===== src/rtl/a5_keystream_sequencer_if.sv =====
`default_nettype none
// +--------------------------------------------------------------------------+
// | a5_keystream_sequencer_if                                                |
// | Config, A5/1 core control and keystream FIFO write-port signal bundle.   |
// | Rev 1.0                                                                  |
// +--------------------------------------------------------------------------+
interface a5_keystream_sequencer_if;
  logic        start;
  logic [63:0] key;
  logic [21:0] frame;
  logic        busy;
  logic        done;
  logic        core_clear;
  logic        core_step;
  logic        core_force;
  logic        core_bit;
  logic        core_ks;
  logic        buf_full;
  logic        buf_wr_en;
  logic [31:0] buf_wr_data;

  modport master (
    input  start, key, frame, core_ks, buf_full,
    output busy, done, core_clear, core_step, core_force, core_bit,
           buf_wr_en, buf_wr_data
  );

  modport slave (
    output start, key, frame, core_ks, buf_full,
    input  busy, done, core_clear, core_step, core_force, core_bit,
           buf_wr_en, buf_wr_data
  );
endinterface
`default_nettype wire


===== src/rtl/a5_keystream_sequencer.sv =====
`default_nettype none
// +--------------------------------------------------------------------------+
// | a5_keystream_sequencer                                                   |
// | Drives an A5/1 core through clear/key/frame/mix and packs keystream into |
// | 32-bit FIFO words. Option macro: A5_SEQ_CONTINUOUS_EN (auto next frame). |
// | Rev 1.0                                                                  |
// +--------------------------------------------------------------------------+
module a5_keystream_sequencer #(
  parameter int NUM_WORDS  = 8,
  parameter int MIX_CYCLES = 100
) (
  input  wire logic                clk,
  input  wire logic                reset,
  a5_keystream_sequencer_if.master bus
);

  localparam logic [2:0] c_IDLE  = 3'd0;
  localparam logic [2:0] c_CLEAR = 3'd1;
  localparam logic [2:0] c_KEY   = 3'd2;
  localparam logic [2:0] c_FRAME = 3'd3;
  localparam logic [2:0] c_MIX   = 3'd4;
  localparam logic [2:0] c_GEN   = 3'd5;
  localparam logic [2:0] c_PUSH  = 3'd6;
  localparam logic [2:0] c_DONE  = 3'd7;

  localparam logic [6:0] c_MIX_LAST  = 7'(MIX_CYCLES - 1);
  localparam logic [7:0] c_WORD_LAST = 8'(NUM_WORDS - 1);

  logic [2:0]  r_state;
  logic [2:0]  w_state_next;
  logic [6:0]  r_bit_cnt;
  logic [7:0]  r_word_cnt;
  logic [31:0] r_shift;
  logic [63:0] r_key;
  logic [21:0] r_frame;
  logic        w_step;
  logic        w_write;

  always_ff @(posedge clk or posedge reset) begin
    if (reset) begin
      r_state <= c_IDLE;
    end else begin
      r_state <= w_state_next;
    end
  end

  always_comb begin
    w_state_next = r_state;
    case (r_state)
      c_IDLE:  if (bus.start) w_state_next = c_CLEAR;
      c_CLEAR: w_state_next = c_KEY;
      c_KEY:   if (r_bit_cnt == 7'd63) w_state_next = c_FRAME;
      c_FRAME: if (r_bit_cnt == 7'd21) w_state_next = c_MIX;
      c_MIX:   if (r_bit_cnt == c_MIX_LAST) w_state_next = c_GEN;
      c_GEN:   if (r_bit_cnt == 7'd31) w_state_next = c_PUSH;
      c_PUSH: begin
        if (!bus.buf_full) begin
          w_state_next = (r_word_cnt == c_WORD_LAST) ? c_DONE : c_GEN;
        end
      end
`ifdef A5_SEQ_CONTINUOUS_EN
      c_DONE:  w_state_next = bus.start ? c_CLEAR : c_IDLE;
`else
      c_DONE:  w_state_next = c_IDLE;
`endif
      default: w_state_next = c_IDLE;
    endcase
  end

  always_comb begin
    w_step          = (r_state == c_KEY) || (r_state == c_FRAME) ||
                      (r_state == c_MIX) || (r_state == c_GEN);
    w_write         = (r_state == c_PUSH) && !bus.buf_full;
    bus.busy        = (r_state != c_IDLE);
    bus.done        = (r_state == c_DONE);
    bus.core_clear  = (r_state == c_CLEAR);
    bus.core_step   = w_step;
    bus.core_force  = (r_state == c_KEY) || (r_state == c_FRAME);
    bus.core_bit    = 1'b0;
    if (r_state == c_KEY) begin
      bus.core_bit = r_key[r_bit_cnt[5:0]];
    end else if (r_state == c_FRAME) begin
      bus.core_bit = r_frame[r_bit_cnt[4:0]];
    end
    bus.buf_wr_en   = w_write;
    bus.buf_wr_data = (r_state == c_PUSH) ? r_shift : 32'd0;
  end

  // The bit counter restarts on every state change so each phase counts from 0.
  always_ff @(posedge clk or posedge reset) begin
    if (reset) begin
      r_bit_cnt  <= 7'd0;
      r_word_cnt <= 8'd0;
      r_shift    <= 32'd0;
      r_key      <= 64'd0;
      r_frame    <= 22'd0;
    end else begin
      if (w_state_next != r_state) begin
        r_bit_cnt <= 7'd0;
      end else if (w_step) begin
        r_bit_cnt <= r_bit_cnt + 7'd1;
      end

      if (w_state_next == c_CLEAR) begin
        r_word_cnt <= 8'd0;
      end else if (w_write) begin
        r_word_cnt <= r_word_cnt + 8'd1;
      end

      if (r_state == c_GEN) begin
        r_shift <= {r_shift[30:0], bus.core_ks};
      end

      if (r_state == c_IDLE && bus.start) begin
        r_key   <= bus.key;
        r_frame <= bus.frame;
      end
`ifdef A5_SEQ_CONTINUOUS_EN
      if (r_state == c_DONE && bus.start) begin
        r_frame <= r_frame + 22'd1;
      end
`endif
    end
  end

endmodule
`default_nettype wire

===== src/flat_wrapper.sv =====
// flat-port wrapper written by rule: the top's interface ports become plain ports
module a5_keystream_sequencer_flat 
#(
  parameter int NUM_WORDS  = 8,
  parameter int MIX_CYCLES = 100
)
  (clk, reset, bus_start, bus_key, bus_frame, bus_core_ks, bus_buf_full, bus_busy, bus_done, bus_core_clear, bus_core_step, bus_core_force, bus_core_bit, bus_buf_wr_en, bus_buf_wr_data);
  a5_keystream_sequencer_if bus_i ();
  input  wire logic clk;
  input  wire logic reset;
  input wire logic [$bits(bus_i.start)-1:0] bus_start;
  input wire logic [$bits(bus_i.key)-1:0] bus_key;
  input wire logic [$bits(bus_i.frame)-1:0] bus_frame;
  input wire logic [$bits(bus_i.core_ks)-1:0] bus_core_ks;
  input wire logic [$bits(bus_i.buf_full)-1:0] bus_buf_full;
  output wire logic [$bits(bus_i.busy)-1:0] bus_busy;
  output wire logic [$bits(bus_i.done)-1:0] bus_done;
  output wire logic [$bits(bus_i.core_clear)-1:0] bus_core_clear;
  output wire logic [$bits(bus_i.core_step)-1:0] bus_core_step;
  output wire logic [$bits(bus_i.core_force)-1:0] bus_core_force;
  output wire logic [$bits(bus_i.core_bit)-1:0] bus_core_bit;
  output wire logic [$bits(bus_i.buf_wr_en)-1:0] bus_buf_wr_en;
  output wire logic [$bits(bus_i.buf_wr_data)-1:0] bus_buf_wr_data;
  assign bus_i.start = bus_start;
  assign bus_i.key = bus_key;
  assign bus_i.frame = bus_frame;
  assign bus_i.core_ks = bus_core_ks;
  assign bus_i.buf_full = bus_buf_full;
  assign bus_busy = bus_i.busy;
  assign bus_done = bus_i.done;
  assign bus_core_clear = bus_i.core_clear;
  assign bus_core_step = bus_i.core_step;
  assign bus_core_force = bus_i.core_force;
  assign bus_core_bit = bus_i.core_bit;
  assign bus_buf_wr_en = bus_i.buf_wr_en;
  assign bus_buf_wr_data = bus_i.buf_wr_data;
  a5_keystream_sequencer #(.NUM_WORDS(NUM_WORDS), .MIX_CYCLES(MIX_CYCLES)) u_core (.clk(clk), .reset(reset), .bus(bus_i));
endmodule

===== config.mk =====
export PLATFORM = sky130hd
export DESIGN_NAME = a5_keystream_sequencer_flat
export DESIGN_NICKNAME = d
export VERILOG_FILES = /design/src/rtl/a5_keystream_sequencer_if.sv /design/src/rtl/a5_keystream_sequencer.sv /design/src/flat_wrapper.sv
export SDC_FILE = /design/constraint.sdc
export NUM_CORES = 1
export LEC_CHECK = 0
export CAP_MARGIN = 40
export CORE_ASPECT_RATIO = 2
export CORE_MARGIN = 2
export CORE_UTILIZATION = 38
export DETAILED_ROUTE_END_ITERATION = 10
export SYNTH_ARGS = -nofsm -noshare
export SYNTH_HDL_FRONTEND = slang
export SYNTH_SLANG_ARGS = --single-unit

===== constraint.sdc =====
create_clock -name clk -period 13.6 [get_ports clk]
set_input_delay 2.04 -clock clk [delete_from_list [all_inputs] [get_ports clk]]
set_output_delay 2.04 -clock clk [all_outputs]
set_load 0.005 [all_outputs]

==> impl_metrics.env, run 1 <==
export IMPL_clk_path_buf_depth=2
export IMPL_grt_max_degree=61
export IMPL_dominantRegCellSynth="dfrtp_1"
export IMPL_crit_slowest_cell="clkdlybuf4s50_1"
export IMPL_synth_cells=480
export IMPL_cts_sinks=136
export IMPL_powerDensity_mw_per_mm2=115.3
export IMPL_r2r_start="u_core.r_state[2]"
export IMPL_fin_tns_setup_ps=0
export IMPL_fin_ws_ps=8115
export IMPL_dr_pass1_iters=4
export IMPL_holdPathStages=1
export IMPL_place_area_mm2=0.007959
export IMPL_drtIter0Drc=174
export IMPL_ys_seq_elements=136
export IMPL_hold_path_class="reg2reg"
export IMPL_p_leak_nw=3.992
export IMPL_cp_startpoint="bus_buf_full"
export IMPL_r2r_end="u_core.r_key[48]"
export IMPL_synthTopCellsByArea="dfrtp_1, mux2_2, mux4_1"
export IMPL_routed_top_layer="met4"
export IMPL_total_power_mw=0.9940
export IMPL_crit_type="in2out"
export IMPL_final_area_mm2=0.008620
export IMPL_nets=700
export IMPL_yosysUniqueCellTypes=45
export IMPL_start_kind="input pin"
export IMPL_grt_pass1_vias=4525
export IMPL_multi_input_area_mm2=0.002855
export IMPL_grt_pass1_wl_mm=23.26
export IMPL_postCtsSetupBuffers=0
export IMPL_syn_area_per_cell_um2=13.41
export IMPL_seq_area_frac_synth=0.5287
export IMPL_syn_nets=574
export IMPL_wl_met3_um=514
export IMPL_via_count=4229
export IMPL_crit_path_max_incr_delay_ps=500
export IMPL_dpl_hpwl_mm=10.58
export IMPL_yosys_area_top_type="dfrtp_1"
export IMPL_die_x_um=96.04
export IMPL_end_kind="primary output"
export IMPL_clk_pin_slew_ps=60
export IMPL_status="completed"
export IMPL_path_cells="clkdlybuf4s50_1 > nor4bb_1 > buf_4 > clkdlybuf4s50_1"
export IMPL_finalCriticalPeriod_ps=5485
export IMPL_via_per_inst=5.120
export IMPL_n_fill_cell=1451
export IMPL_ioPinCount=130
export IMPL_vdd_ir_drop_max_mv=0.08598
export IMPL_cap_violations=0
export IMPL_rsz0062_at_grt="no"
export IMPL_areaGrowthSynthToFinish_pct=33.90
export IMPL_yosysWarnings=0
export IMPL_die_area_mm2=0.01806
export IMPL_ctsHoldBuffers=0
export IMPL_maxSlewViolCount=0
export IMPL_drc=0
export IMPL_min_to="u_core.r_frame[19]"
export IMPL_numCtsBuffers=17
export IMPL_core_area_mm2=0.01668
export IMPL_wl_mm=14.58
export IMPL_wl_met2_mm=8.424
export IMPL_ff2ff_path_depth=4
export IMPL_post_cts_resized=0
export IMPL_track_usage=0.1701
export IMPL_fin_worst_skew_ps=10.04
export IMPL_fin_crit_sh=0.4033
export IMPL_tritoncts="yes"
export IMPL_max_freq_mhz=182.3
export IMPL_yosysMostFrequentCell="dfrtp_1"
export IMPL_drive_gt1_frac=0.2670
export IMPL_m1WireLength_mm=5.412
export IMPL_hold_violations=0
export IMPL_synth_top_area_share=0.5287
export IMPL_start_util=0.3859
export IMPL_worstPathRequired_ps=11560
export IMPL_antenna_found_initial=1
export IMPL_die_h_um=188.1
export IMPL_port_buffer_count=129
export IMPL_worstHoldStart="u_core.r_frame[19]"
export IMPL_dp_slack_ps=8116
export IMPL_drtAntennaViolNets=0
export IMPL_grt_overflow_total=0
export IMPL_setup_viol=0
export IMPL_synth_common_cells="dfrtp_1, mux2_2, and2_1"
export IMPL_drt_wirelength_per_cell_um=17.65
export IMPL_gp_congestion=0.7590
export IMPL_worstMarginPinSlew_ps=893.9
export IMPL_clock_root_buffer="clkbuf_16"
export IMPL_htreeDepth=4
export IMPL_final_seq_area_mm2=0.003405
export IMPL_synth_edf_count=0
export IMPL_row_count=67
export IMPL_r2r_slack_ps=11160
export IMPL_slew_headroom=0.4041
export IMPL_async_flop_share=1.000
export IMPL_cp_common_cell="clkdlybuf4s50_1"
export IMPL_cp_max_fo=8
export IMPL_syn_cell_area_mm2=0.006437
export IMPL_worst_ep_arrival_time_ps=3440
export IMPL_clk_latency_ps=410
-- power breakdown --
| part | total, mW | internal (mW) | switching, mW |
|---|---|---|---|
| Sequential | 0.425 | 0.418 | 0.00663 |
| Clock | 0.513 | 0.343 | 0.170 |
| Combinational | 0.0561 | 0.0376 | 0.0185 |
| Total | 0.994 | 0.799 | 0.195 |
-- flip-flops by register name, indices dropped and copies added (netlist names) --
name,count
u_core.r_bit_cnt,7
u_core.r_frame,22
u_core.r_key,64
u_core.r_shift,32
u_core.r_state,3
u_core.r_word_cnt,8
-- worst max-delay path by stage --
stage,slack [ps],cells after the start,endpoint
CTS,8110,4,bus_buf_wr_en
finish,8120,4,bus_buf_wr_en
global route,8020,4,bus_buf_wr_en
floorplan,7920,1,u_core.r_bit_cnt[0]
global placement,8100,4,bus_buf_wr_en
detailed placement,8120,4,bus_buf_wr_en
-- logic make-up after synthesis --
logic type      count (synthesis)  share of synthesized area
flops                         136                     0.5287
fa+ha+maj                       3                   0.005832
xor+xnor                       12                    0.01633
buf+inv                        37                    0.02896
simple gates                  110                    0.09543
compound gates                 27                    0.02935
mux                           155                     0.2954
-- worst max-delay path: cells and delay by family --
kind | cells | cell delay (ps)
buffers and inverters | 3 | 1140
AND/OR/NAND/NOR | 1 | 260
-- per-layer routing --
metal | vias to the layer above | global-route usage
met5 | - | 0
met4 | 0 | 0.06154
met3 | 12 | 0.02973
met2 | 103 | 0.3109
met1 | 2135 | 0.1905
li1 | 1979 | -
-- cell usage in the layout, fill, tap and decap left out, drive strengths merged, types with 9 or more instances in the layout --
cell type	netlist	routed
and2	32	32
clkbuf	8	19
clkdlybuf4s50	0	129
dfrtp	136	136
mux2	120	120
mux2i	22	22
mux4	13	13
nand2	18	18
nand4	9	9
nor2	14	14
-- metrics by stage --
stage	hold WS [ps]	utilization	cells
floorplan	470.5	-	480
global placement	484.1	0.4718	790
detailed placement	491.2	0.4771	794
CTS	505.3	0.5165	825
global route	520.9	0.5167	826
finish	497.8	0.5167	826
-- final cells by class --
cell class                 count  area share
inverter                       7    0.003629
timing repair buffer         137      0.1634
clock inverter                12     0.02613
multi-input combinational    307      0.3313
tap                          207     0.03005
clock buffer                  19     0.05022
antenna                        1   0.0002903
sequential                   136      0.3950
Power figures use the tool's default switching activity.
==> inputs of run 2 (changes only) <==
==> constraint.sdc (replaced) <==
create_clock -name clk -period 4.47 [get_ports clk]
set_input_delay 0.6705 -clock clk [delete_from_list [all_inputs] [get_ports clk]]
set_output_delay 0.6705 -clock clk [all_outputs]
set_load 0.005 [all_outputs]
==> impl_metrics.env, run 2 (same netlist as run 1, synthesis figures left out) <==
export IMPL_cts_sinks=136
export IMPL_rsz0062_at_grt="no"
export IMPL_drtAntennaViolNets=0
export IMPL_max_freq_mhz=279.8
export IMPL_grt_pass1_wl_mm=23.83
export IMPL_fin_tns_setup_ps=0
export IMPL_via_count=4225
export IMPL_hold_path_class="reg2reg"
export IMPL_start_util=0.3859
export IMPL_wl_mm=14.86
export IMPL_areaGrowthSynthToFinish_pct=32.36
export IMPL_clk_pin_slew_ps=60
export IMPL_core_area_mm2=0.01668
export IMPL_top_register="u_core.r_key"
export IMPL_largest_register_ff_count=64
export IMPL_dpl_hpwl_mm=10.73
export IMPL_die_h_um=188.1
export IMPL_grt_pass1_vias=4636
export IMPL_powerDensity_mw_per_mm2=335.5
export IMPL_final_cell_mix="dfrtp_1, clkdlybuf4s50_1, mux2_2"
export IMPL_drive_gt1_frac=0.2714
export IMPL_die_area_mm2=0.01806
export IMPL_tritoncts="yes"
export IMPL_dr_pass1_iters=5
export IMPL_worst_ep_arrival_time_ps=2900
export IMPL_cp_startpoint="u_core.r_bit_cnt[0]"
export IMPL_drt_wirelength_per_cell_um=17.97
export IMPL_die_x_um=96.04
export IMPL_maxSlewViolCount=0
export IMPL_fin_crit_sh=0.7995
export IMPL_crit_end="bus_core_bit"
export IMPL_r2r_slack_ps=2030
export IMPL_cap_violations=0
export IMPL_worstPathRequired_ps=3800
export IMPL_ff2ff_path_depth=6
export IMPL_clk_latency_ps=420
export IMPL_n_fill_cell=1463
export IMPL_via_per_inst=5.109
export IMPL_grt_overflow_total=0
export IMPL_cp_max_fo=18
export IMPL_port_buffer_count=129
export IMPL_final_common_cell="dfrtp_1"
export IMPL_track_usage=0.1756
export IMPL_nets=701
export IMPL_htreeDepth=4
export IMPL_p_leak_nw=3.954
export IMPL_fin_worst_skew_ps=8.263
export IMPL_r2r_start="u_core.r_state[1]"
export IMPL_gp_congestion=0.8052
export IMPL_crit_path_max_incr_delay_ps=650
export IMPL_clock_root_buffer="clkbuf_16"
export IMPL_worstMarginPinSlew_ps=913.6
export IMPL_reg_top3="u_core.r_key x64, u_core.r_shift x32, u_core.r_frame x22"
export IMPL_numCtsBuffers=17
export IMPL_ctsHoldBuffers=0
export IMPL_status="completed"
export IMPL_crit_slowest_cell="dfrtp_2"
export IMPL_clk_path_buf_depth=2
export IMPL_crit_type="reg2out"
export IMPL_worstHoldStart="u_core.r_frame[2]"
export IMPL_drtIter0Drc=182
export IMPL_postCtsSetupBuffers=0
export IMPL_r2r_end="u_core.r_bit_cnt[0]"
export IMPL_ioPinCount=130
export IMPL_row_count=67
export IMPL_finalCriticalPeriod_ps=3574
export IMPL_start_kind="flop"
export IMPL_hold_violations=0
export IMPL_path_cells="buf_4 > mux2i_1 > a311oi_1 > nand3_1 > nand4_1 > a311o_1 > clkdlybuf4s50_1"
export IMPL_final_core_util=0.5108
export IMPL_end_kind="primary output"
export IMPL_vdd_ir_drop_max_mv=0.2725
export IMPL_antenna_found_initial=1
export IMPL_setup_viol=0
export IMPL_grt_max_degree=77
export IMPL_slew_headroom=0.3909
export IMPL_post_cts_resized=0
export IMPL_drc=0
[run 2: per-stage QoR]
stage / area, um^2 / total power, mW / std cells / setup slack (ps) / hold slack, ps
floorplan: 6437 / 1.378 / 480 / 160.0 / 470.5
global placement: 7901 / 1.487 / 794 / 1359 / 487.4
detailed placement: 7929 / 1.494 / 795 / 1323 / 491.6
CTS: 8518 / 2.900 / 826 / 853.6 / 505.1
global route: 8521 / 2.973 / 827 / 653.5 / 513.4
finish: 8521 / 2.858 / 827 / 896.1 / 499.8
[run 2: layout make-up]
type | instances | area, um^2 | share of cell area
multi-input combinational | 307 | 2855 | 0.3351
sequential | 136 | 3405 | 0.3996
tap | 207 | 259.0 | 0.03040
inverter | 7 | 31.28 | 0.003671
clock buffer | 20 | 466.7 | 0.05477
clock inverter | 11 | 122.6 | 0.01439
timing repair buffer | 138 | 1379 | 0.1618
antenna | 1 | 2.502 | 0.0002937
[run 2: worst min path at each step]
stage                              end  slack, ps  depth (start not counted)
floorplan           u_core.r_shift[31]        470                          1
global placement    u_core.r_shift[31]        490                          1
detailed placement   u_core.r_frame[1]        490                          1
CTS                  u_core.r_frame[1]        510                          1
global route           u_core.r_key[8]        510                          1
finish               u_core.r_frame[2]        500                          1
[run 2: critical path, delay by kind of cell, from the launching register on]
kind / cells / cell delay [ps]
DFF: 1 / 650
muxes: 1 / 230
buffers and inverters: 2 / 840
AOI/OAI and AO/OA: 2 / 480
and+or+nand+nor: 2 / 260
[run 2: power breakdown]
group | total [mW] | switching, mW | internal [mW]
Clock | 1.39 | 0.529 | 0.862
Sequential | 1.30 | 0.0255 | 1.27
Combinational | 0.170 | 0.0545 | 0.115
Total | 2.86 | 0.609 | 2.25
[run 2: routing by layer]
metal | share of wire | routed length (um) | global-route usage
met1 | 0.36 | 5304 | 0.1848
met3 | 0.036 | 528 | 0.03817
met2 | 0.58 | 8666 | 0.3218
met4 | 0.024 | 363 | 0.07582
met5 | 0 | 0 | 0
==> inputs of run 3 (changes only) <==
==> constraint.sdc (replaced) <==
create_clock -name clk -period 2.9 [get_ports clk]
set_input_delay 0.435 -clock clk [delete_from_list [all_inputs] [get_ports clk]]
set_output_delay 0.435 -clock clk [all_outputs]
set_load 0.005 [all_outputs]
==> impl_metrics.env, run 3 (same netlist as run 1, synthesis figures left out) <==
export IMPL_powerDensity_mw_per_mm2=528.3
export IMPL_min_to="u_core.r_key[14]"
export IMPL_grt_overflow_total=0
export IMPL_top_register="u_core.r_key"
export IMPL_reg_top3="u_core.r_key x64, u_core.r_shift x32, u_core.r_frame x22"
export IMPL_die_area_mm2=0.01806
export IMPL_vdd_ir_drop_max_mv=0.3690
export IMPL_tritoncts="yes"
export IMPL_grt_most_used_layer="met2"
export IMPL_drc=0
export IMPL_rsz0062_at_grt="yes"
export IMPL_n_fill_cell=1439
export IMPL_fin_ws_ps=85.90
export IMPL_power_switching_mw=0.9902
export IMPL_r2r_slack_ps=490
export IMPL_r2r_end="u_core.r_bit_cnt[0]"
export IMPL_drive_gt1_frac=0.3065
export IMPL_numCtsBuffers=17
export IMPL_start_kind="flop"
export IMPL_ff2ff_path_depth=8
export IMPL_slew_headroom=0.5098
export IMPL_clk_path_buf_depth=2
export IMPL_dpl_hpwl_mm=10.61
export IMPL_cp_max_fo=4
export IMPL_final_common_cell="dfrtp_1"
export IMPL_drt_wirelength_per_cell_um=17.86
export IMPL_total_power_mw=4.614
export IMPL_hold_violations=0
export IMPL_drtAntennaViolNets=0
export IMPL_fin_crit_sh=0.9704
export IMPL_via_per_inst=5.145
export IMPL_via_count=4327
export IMPL_fin_tns_setup_ps=0
export IMPL_grt_max_degree=137
export IMPL_grt_pass1_wl_mm=24.22
export IMPL_worst_ep_arrival_time_ps=2380
export IMPL_die_h_um=188.1
export IMPL_clock_root_buffer="clkbuf_16"
export IMPL_p_int_mw=3.623
export IMPL_final_cell_mix="dfrtp_1, clkdlybuf4s50_1, mux2_2"
export IMPL_maxSlewViolCount=0
export IMPL_worstMarginPinSlew_ps=735.2
export IMPL_fin_worst_skew_ps=9.648
export IMPL_core_area_mm2=0.01668
export IMPL_gr_usage_met3=0.03736
export IMPL_seqPwrFrac=0.433
export IMPL_holdPathStages=1
export IMPL_worstHoldStart="u_core.r_key[14]"
export IMPL_clk_pin_slew_ps=60
export IMPL_hold_path_class="reg2reg"
export IMPL_crit_type="reg2out"
export IMPL_ioPinCount=130
export IMPL_port_buffer_count=129
export IMPL_cap_violations=0
export IMPL_htreeDepth=4
export IMPL_swShare=0.2146
export IMPL_gp_congestion=0.7903
export IMPL_p_leak_nw=4.028
export IMPL_start_util=0.3859
export IMPL_grt_util_met1=0.1940
export IMPL_grt_use_met2=0.3202
export IMPL_grt_pass1_vias=4637
export IMPL_end_kind="primary output"
export IMPL_track_usage=0.1787
export IMPL_die_x_um=96.04
export IMPL_finalCriticalPeriod_ps=2814
export IMPL_clk_latency_ps=420
export IMPL_largest_register_ff_count=64
export IMPL_r2r_start="u_core.r_bit_cnt[0]"
export IMPL_ctsHoldBuffers=0
export IMPL_nets=714
export IMPL_status="completed"
export IMPL_row_count=67
export IMPL_p_clk_frac=0.510
export IMPL_max_freq_mhz=355.4
export IMPL_pwr_share_comb=0.056
export IMPL_drtIter0Drc=232
export IMPL_setup_viol=0
export IMPL_worstPathRequired_ps=2470
export IMPL_areaGrowthSynthToFinish_pct=35.67
export IMPL_dp_slack_ps=166.3
export IMPL_wl_mm=15.02
export IMPL_cts_sinks=136
export IMPL_dr_pass1_iters=4
export IMPL_antenna_found_initial=1
==> run 3: cell count changes in the layout (fill, tap and decap cells not counted), moves of 4 or more <==
cell and delta:
mux4_2 +9, mux4_1 -9, clkinv_2 -4, buf_4 +6
buf_12 +4
==> run 3: critical path: stages (launching register included) <==
cell,delay (ps)
dfrtp_2,440
clkbuf_16,170
mux4_2,500
a221oi_2,300
a21oi_2,80
a311o_1,320
buf_2,140
==> run 3: worst max-delay path by stage <==
stage                                    from           end  slack, ps  depth (start not counted)
after floorplan           u_core.r_bit_cnt[0]  bus_core_bit        580                          9
after global placement    u_core.r_bit_cnt[0]  bus_core_bit        170                          7
after detailed placement  u_core.r_bit_cnt[0]  bus_core_bit        170                          7
after CTS                 u_core.r_bit_cnt[0]  bus_core_bit         50                          7
after global routing      u_core.r_bit_cnt[0]  bus_core_bit         -6                          7
final                     u_core.r_bit_cnt[0]  bus_core_bit         90                          6
==> run 3: repair_timing <==
item                       in CTS  in global routing
resized for setup              11                 10
setup buffers                   3                  0
cloned                          2                  0
setup endpoints to repair       1                  1
pin swaps                       1                  4
==> run 3: layout make-up <==
class | instances | area, um^2 | area share
Antenna cell | 1 | 2.502 | 0.0002865
Clock buffer | 18 | 439.2 | 0.05029
Clock inverter | 14 | 211.5 | 0.02421
Inverter | 7 | 30.03 | 0.003438
Multi-Input combinational cell | 307 | 2835 | 0.3246
Sequential cell | 136 | 3405 | 0.3898
Tap cell | 207 | 259.0 | 0.02966
Timing Repair Buffer | 151 | 1551 | 0.1777
==> run 3: power groups by stage <==
| stage | registers [mW] | logic [mW] | clock network [mW] |
|---|---|---|---|
| 6_report | 2.00 | 0.260 | 2.35 |
| 3_3_place_gp | 2.03 | 0.258 | 0 |
| 2_1_floorplan | 2.01 | 0.111 | 0 |
| 3_5_place_dp | 2.03 | 0.264 | 0 |
| 4_1_cts | 2.00 | 0.265 | 2.41 |
| 5_1_grt | 2.00 | 0.284 | 2.50 |
==> run 3: routing by layer <==
| metal | share of wire | routed length [um] | vias up |
|---|---|---|---|
| li1 | - | - | 2012 |
| met1 | 0.36 | 5356 | 2194 |
| met2 | 0.57 | 8575 | 98 |
| met3 | 0.043 | 649 | 23 |
| met4 | 0.029 | 439 | 0 |
| met5 | 0 | 0 | - |
==> run 3: per-stage QoR <==
stage                     cells  area, um^2  utilization  hold WS, ps
final                       841        8733       0.5235        506.1
after global routing        841        8733       0.5235        526.5
after CTS                   840        8731       0.5234        507.2
after detailed placement    803        8018       0.4806        492.3
after global placement      803        8018       0.4806        485.9
after floorplan             480        6441            -        470.5
